$ cat src/rtl/av2_tile_byte_packer.sv
// Packs a tile byte stream MSB-first into 128-bit words and queues them for the tile decoder.
// Optional macro AV2_TILE_PACKER_STATS_EN adds the words_out delivered-word counter port.
module av2_tile_byte_packer #(
    parameter int FIFO_DEPTH = 4
) (
    input  logic         clk,
    input  logic         rst_n,
    input  logic         start,
    input  logic [31:0]  tile_size_bytes,
    input  logic         abort,
    input  logic [7:0]   byte_data,
    input  logic         byte_valid,
    output logic         byte_ready,
    output logic [127:0] tile_data,
    output logic         tile_valid,
    input  logic         tile_ready,
    output logic         busy,
    output logic         done,
    output logic [31:0]  bytes_left
`ifdef AV2_TILE_PACKER_STATS_EN
    ,
    output logic [31:0]  words_out
`endif
);

    // state  | meaning
    // IDLE   | waiting for start
    // FILL   | accepting bytes and packing words
    // DRAIN  | all bytes taken, waiting for the FIFO to empty
    // DONE   | one-cycle completion pulse
    localparam int PTR_W = (FIFO_DEPTH > 1) ? $clog2(FIFO_DEPTH) : 1;
    localparam int CNT_W = PTR_W + 1;

    typedef enum logic [1:0] {S_IDLE, S_FILL, S_DRAIN, S_DONE} state_t;

    state_t             state_q, state_d;
    logic [127:0]       pack_q;
    logic [3:0]         pack_cnt_q;
    logic [31:0]        bytes_left_q;
    logic [127:0]       mem_q [FIFO_DEPTH];
    logic [PTR_W-1:0]   wr_ptr_q, rd_ptr_q;
    logic [CNT_W-1:0]   count_q;

    logic               fifo_full, fifo_empty;
    logic               accept, last_byte, push, pop, start_ok;
    logic [3:0]         lane;
    logic [127:0]       pack_word;

    assign fifo_full  = (count_q == CNT_W'(FIFO_DEPTH));
    assign fifo_empty = (count_q == '0);
    assign start_ok   = start && (state_q == S_IDLE) && !abort;
    assign accept     = byte_valid && byte_ready && !abort;
    assign last_byte  = (bytes_left_q == 32'd1);
    assign push       = accept && ((pack_cnt_q == 4'd15) || last_byte);
    assign pop        = tile_valid && tile_ready && !abort;
    assign lane       = 4'd15 - pack_cnt_q;
    // Lanes below the current one are always zero, so OR-ing in the byte yields the padded word.
    assign pack_word  = pack_q | ({120'd0, byte_data} << {lane, 3'b000});

    always_ff @(posedge clk or negedge rst_n) begin
        if (!rst_n) begin
            state_q <= S_IDLE;
        end else begin
            state_q <= state_d;
        end
    end

    always_comb begin
        state_d = state_q;
        case (state_q)
            S_IDLE: begin
                if (start_ok) begin
                    state_d = (tile_size_bytes == 32'd0) ? S_DONE : S_FILL;
                end
            end
            S_FILL: begin
                if (accept && last_byte) begin
                    state_d = S_DRAIN;
                end
            end
            S_DRAIN: begin
                // Leave as the final word is taken so DONE follows the last pop directly.
                if (fifo_empty || ((count_q == CNT_W'(1)) && pop)) begin
                    state_d = S_DONE;
                end
            end
            S_DONE:  state_d = S_IDLE;
            default: state_d = S_IDLE;
        endcase
        if (abort) begin
            state_d = S_IDLE;
        end
    end

    always_comb begin
        busy       = (state_q != S_IDLE);
        done       = (state_q == S_DONE);
        byte_ready = (state_q == S_FILL) && (bytes_left_q != 32'd0) && !fifo_full;
    end

    always_ff @(posedge clk or negedge rst_n) begin
        if (!rst_n) begin
            pack_q       <= '0;
            pack_cnt_q   <= '0;
            bytes_left_q <= '0;
        end else if (abort) begin
            pack_q       <= '0;
            pack_cnt_q   <= '0;
            bytes_left_q <= '0;
        end else if (start_ok) begin
            pack_q       <= '0;
            pack_cnt_q   <= '0;
            bytes_left_q <= tile_size_bytes;
        end else if (accept) begin
            bytes_left_q <= bytes_left_q - 32'd1;
            if (push) begin
                pack_q     <= '0;
                pack_cnt_q <= '0;
            end else begin
                pack_q     <= pack_word;
                pack_cnt_q <= pack_cnt_q + 4'd1;
            end
        end
    end

    always_ff @(posedge clk or negedge rst_n) begin
        if (!rst_n) begin
            for (int i = 0; i < FIFO_DEPTH; i++) begin
                mem_q[i] <= '0;
            end
            wr_ptr_q <= '0;
            rd_ptr_q <= '0;
            count_q  <= '0;
        end else if (abort) begin
            wr_ptr_q <= '0;
            rd_ptr_q <= '0;
            count_q  <= '0;
        end else begin
            if (push) begin
                mem_q[wr_ptr_q] <= pack_word;
                wr_ptr_q        <= wr_ptr_q + PTR_W'(1);
            end
            if (pop) begin
                rd_ptr_q <= rd_ptr_q + PTR_W'(1);
            end
            if (push && !pop) begin
                count_q <= count_q + CNT_W'(1);
            end else if (pop && !push) begin
                count_q <= count_q - CNT_W'(1);
            end
        end
    end

    assign tile_valid = !fifo_empty;
    assign tile_data  = mem_q[rd_ptr_q];
    assign bytes_left = bytes_left_q;

`ifdef AV2_TILE_PACKER_STATS_EN
    always_ff @(posedge clk or negedge rst_n) begin
        if (!rst_n) begin
            words_out <= '0;
        end else if (start_ok) begin
            words_out <= '0;
        end else if (pop) begin
            words_out <= words_out + 32'd1;
        end
    end
`endif

endmodule

$ cat config.mk
export PLATFORM = sky130hd
export DESIGN_NAME = av2_tile_byte_packer
export DESIGN_NICKNAME = d
export VERILOG_FILES = /design/src/rtl/av2_tile_byte_packer.sv
export SDC_FILE = /design/constraint.sdc
export NUM_CORES = 1
export LEC_CHECK = 0
export ABC_CLOCK_PERIOD_IN_PS = 3100
export CORE_MARGIN = 2
export CORE_UTILIZATION = 53
export DETAILED_ROUTE_END_ITERATION = 7
export PLACE_DENSITY = 0.76
export RECOVER_POWER = 50
export SKIP_CTS_REPAIR_TIMING = 1
export SLEW_MARGIN = 20
export SYNTH_ARGS = -nofsm -noshare
export SYNTH_HDL_FRONTEND = slang
export SYNTH_SLANG_ARGS = --single-unit
$ cat constraint.sdc
create_clock -name clk -period 3.1 [get_ports clk]
set_input_delay 0.465 -clock clk [delete_from_list [all_inputs] [get_ports clk]]
set_output_delay 0.465 -clock clk [all_outputs]
set_load 0.05 [all_outputs]
==> out/results.txt <==
In this run the cell area measured after placement is 0.0322 sq mm. The logs give 16.0 nW for the leakage power and 451 uV for the worst-case vdd ir drop. The data required time at the worst endpoint is 2.63 ns. The number of endpoints with negative hold slack in the final report came out at 0. The biggest area consumer among synthesized cells is sky130_fd_sc_hd__dfrtp_1. The fraction of registers with async set or reset after synthesis works out to 100%. The clock share of power was 39.8%; the area of the die was 0.0570 sq mm. The run gives 0 as the number of setup violations in the final report. Data arrives at the worst endpoint at 2.61 ns. The worst path uses 99.1% of the clock period. During synthesis, Yosys emitted a total of 0 warnings. For this run, the total global-route usage over all layers was measured as 27.4%. For flop-to-flop paths, the worst setup slack is 0.03 ns.

The tools report the detailed-route via count as 21,900. The cell sitting at the root of the clock tree is a sky130_fd_sc_hd__clkbuf_16. Sequential cell area in the final layout: 0.0172 sq mm. The total count of max-transition violations in the final report came out at 50. The pin slew with the least headroom to its limit was 1.54 ns; the number of rows created at floorplan was 86.

The clock transition at the registers of the reported paths was 0.06 ns. The kind of path behind the tightest hold check was reg -> reg. The run finished, with violations left. In the routed design, unresolved DRC markers number 0. The logs give 133 for the largest net degree at the start of global routing and 0.0113 sq mm for the area taken by multi-input logic gates. I/O pin count: 210. Of the post-synthesis cell area, the dominant cell type holds 58.7%. The max capacitance violation total was 1; the effective utilization at floorplan was 53.3%. Once layout is done, the placed cells without fillers occupy 0.0347 sq mm. Sequential cells were found to cover 58.7% of the synthesized design area. The power density relative to cell area was 604 mW/mm^2. Routability-driven placement finished with a final weighted congestion of 0.854.

The wire length of the first global-routing pass is 123 mm, and the number of enable flip-flop cells after synthesis is 0. The final critical delay including setup and external delays was 3.07 ns; the number of instances in the placed design was 3,518. The logs give 44.2% for the sequential share of power and 0.0292 sq mm for the post-synthesis instance area. In the final layout, the share of cells above drive strength 1 is 13.3%. The logs give 3,641 for the non-filler instance count after layout and 0 for the residual antenna-violating net count after detailed routing.

The category of the critical setup timing path is reg -> out. The longest clock path from root to sink contains 3 buffers. After the first detailed-routing iteration, the DRC count stood at 2,100. Synthesis inferred 685 register bits. The cell count after synthesis came out at 2,743. The final reports fail on capacitance limit, slew limit. The die height works out to 239 um. The number of global-route vias before repair was 22,400; the detail-routed net length per standard cell was 21.3 um.

For this block, the routed nets add up to 77.7 mm of wire. The mean cell area of the mapped netlist is 10.6 sq um, and the switching power summed over all nets is 5.73 mW. Area growth from synthesis to layout: 18.8%.

The run gives 0.0548 sq mm as the placeable core region. The horizontal die dimension is 239 um. By count the netlist is led by sky130_fd_sc_hd__dfrtp_1 (685), sky130_fd_sc_hd__nand2_1 (666), sky130_fd_sc_hd__o21ai_0 (524).

The run gives 16.0% as the share of power burned in combinational logic. By area the synthesized netlist is led by sky130_fd_sc_hd__dfrtp_1 (59%), sky130_fd_sc_hd__mux4_2 (9.9%), sky130_fd_sc_hd__o21ai_0 (9.0%). The initial antenna violation count is 6.

Critical path endpoint category: a primary output. The tightest hold path in the finished design has a slack of 0.474 ns. TritonCTS built the clock tree. The run gives 0.158 ns as the worst setup timing slack at the placement stage.

Detailed placement finished with a half-perimeter wire length of 47.4 mm. The share of total power consumed by net switching was 27.3%. The critical-path maximum fanout is 8, and the total internal power is 15.2 mW. TritonCTS created 70 clock buffers. The maximum clock skew at final layout was 0.0233 ns; the sum of negative setup slack was 0 ns. The run gives 2,952 as the count of nets after finishing.

The worst setup path is launched from a register. For the count of clock tree sinks, the log shows 685. The layout has 4,139 filler cells. Port buffering added 209 buffers.

In this run the tightest slew margin relative to its limit is -2.38%. The most common cell in the synthesized netlist is sky130_fd_sc_hd__dfrtp_1. The most used flip-flop cell after synthesis is sky130_fd_sc_hd__dfrtp_1. The total power is 21.0 mW. Setup repair after global routing could not meet its margin everywhere. The netlist uses 55 different library cells. The upper clock frequency limit was 325 MHz; the number of levels in the clock H-tree was 3. The logs give 63.3% for the utilization after layout and 0 for the global-route congestion overflow total. After detailed routing, the number of vias per cell comes to 6.01. The post-synthesis net count is 2,805, and the worst setup margin is 0.0275 ns. The clock reaches the later pin of the worst-skew pair after 0.61 ns. Iteration count of the initial detailed-routing pass: 6.
## logic make-up after synthesis
group	share of synthesized area, %
multiplexers	9.98
buffers and inverters	3.35
adder cells (fa/ha/maj)	0.720
flip-flops	58.7
AO/OA/AOI/OAI	15.1
XOR/XNOR	0.870
AND/OR/NAND/NOR	11.3
## area by class of cell
class / count / area share, %
diodes: 4 / 0.0289
clock buffers: 101 / 6.01
clock inverters: 14 / 0.498
inverters: 12 / 0.130
multi-input cells: 1829 / 32.5
flip-flops and latches: 685 / 49.5
well taps: 704 / 2.54
repair buffers: 292 / 8.87
## layer usage
layer	global-route usage [%]	wire, um	share of wire (%)	up-vias
met4	11.0	2670	3.4	2
li1	-	-	-	9839
met1	37.0	31100	40	11100
met2	44.9	38400	49	828
met5	0	10	0.013	-
met3	4.58	5500	7.1	162
## worst max-delay path, stage by stage, from the launching register on
cell                      delay [ns]
sky130_fd_sc_hd__dfrtp_2        0.45
sky130_fd_sc_hd__or4_4          0.55
sky130_fd_sc_hd__buf_4          0.17
sky130_fd_sc_hd__nor4_4         0.21
sky130_fd_sc_hd__nand4_1        0.16
sky130_fd_sc_hd__buf_6          0.15
sky130_fd_sc_hd__and2_1         0.15
sky130_fd_sc_hd__buf_6          0.16
## power by group through the flow
stage / sequential (mW) / combinational, mW / clock (mW)
floorplan: 9.62 / 1.86 / 0
global placement: 9.41 / 3.32 / 0
global route: 9.28 / 3.60 / 8.82
finish: 9.27 / 3.35 / 8.34
detailed placement: 9.42 / 3.34 / 0
CTS: 9.26 / 3.35 / 8.46
## final timing paths
check	depth (start not counted)	start	to
max	7	bytes_left[16]	byte_ready
min	2	mem_q[52]	mem_q[52]
max reg2reg	8	bytes_left[21]	mem_q[418]
min reg2reg	2	mem_q[52]	mem_q[52]
max in group asynchronous	3	rst_n	mem_q[186]
min in group asynchronous	2	rst_n	bytes_left[27]
## state kept, by name (all words and copies together) (netlist names)
signal and count:
state_q 2, pack_q 128, count_q 3, wr_ptr_q 2, bytes_left 32, mem_q 512, rd_ptr_q 2, pack_cnt_q 4
## cell usage in the layout, fill, tap and decap left out, drive strengths merged, types with 16 or more instances in the layout
cell type and n:
clkbuf 119, nor2 49, a21oi 262, a211oi 25
o21ai 529, mux4 128, dlymetal6s2s 81, buf 113
nand2 666, dfrtp 685, clkdlybuf4s50 78, xor2 17
ha 16
(Power assumes the default switching activity.)
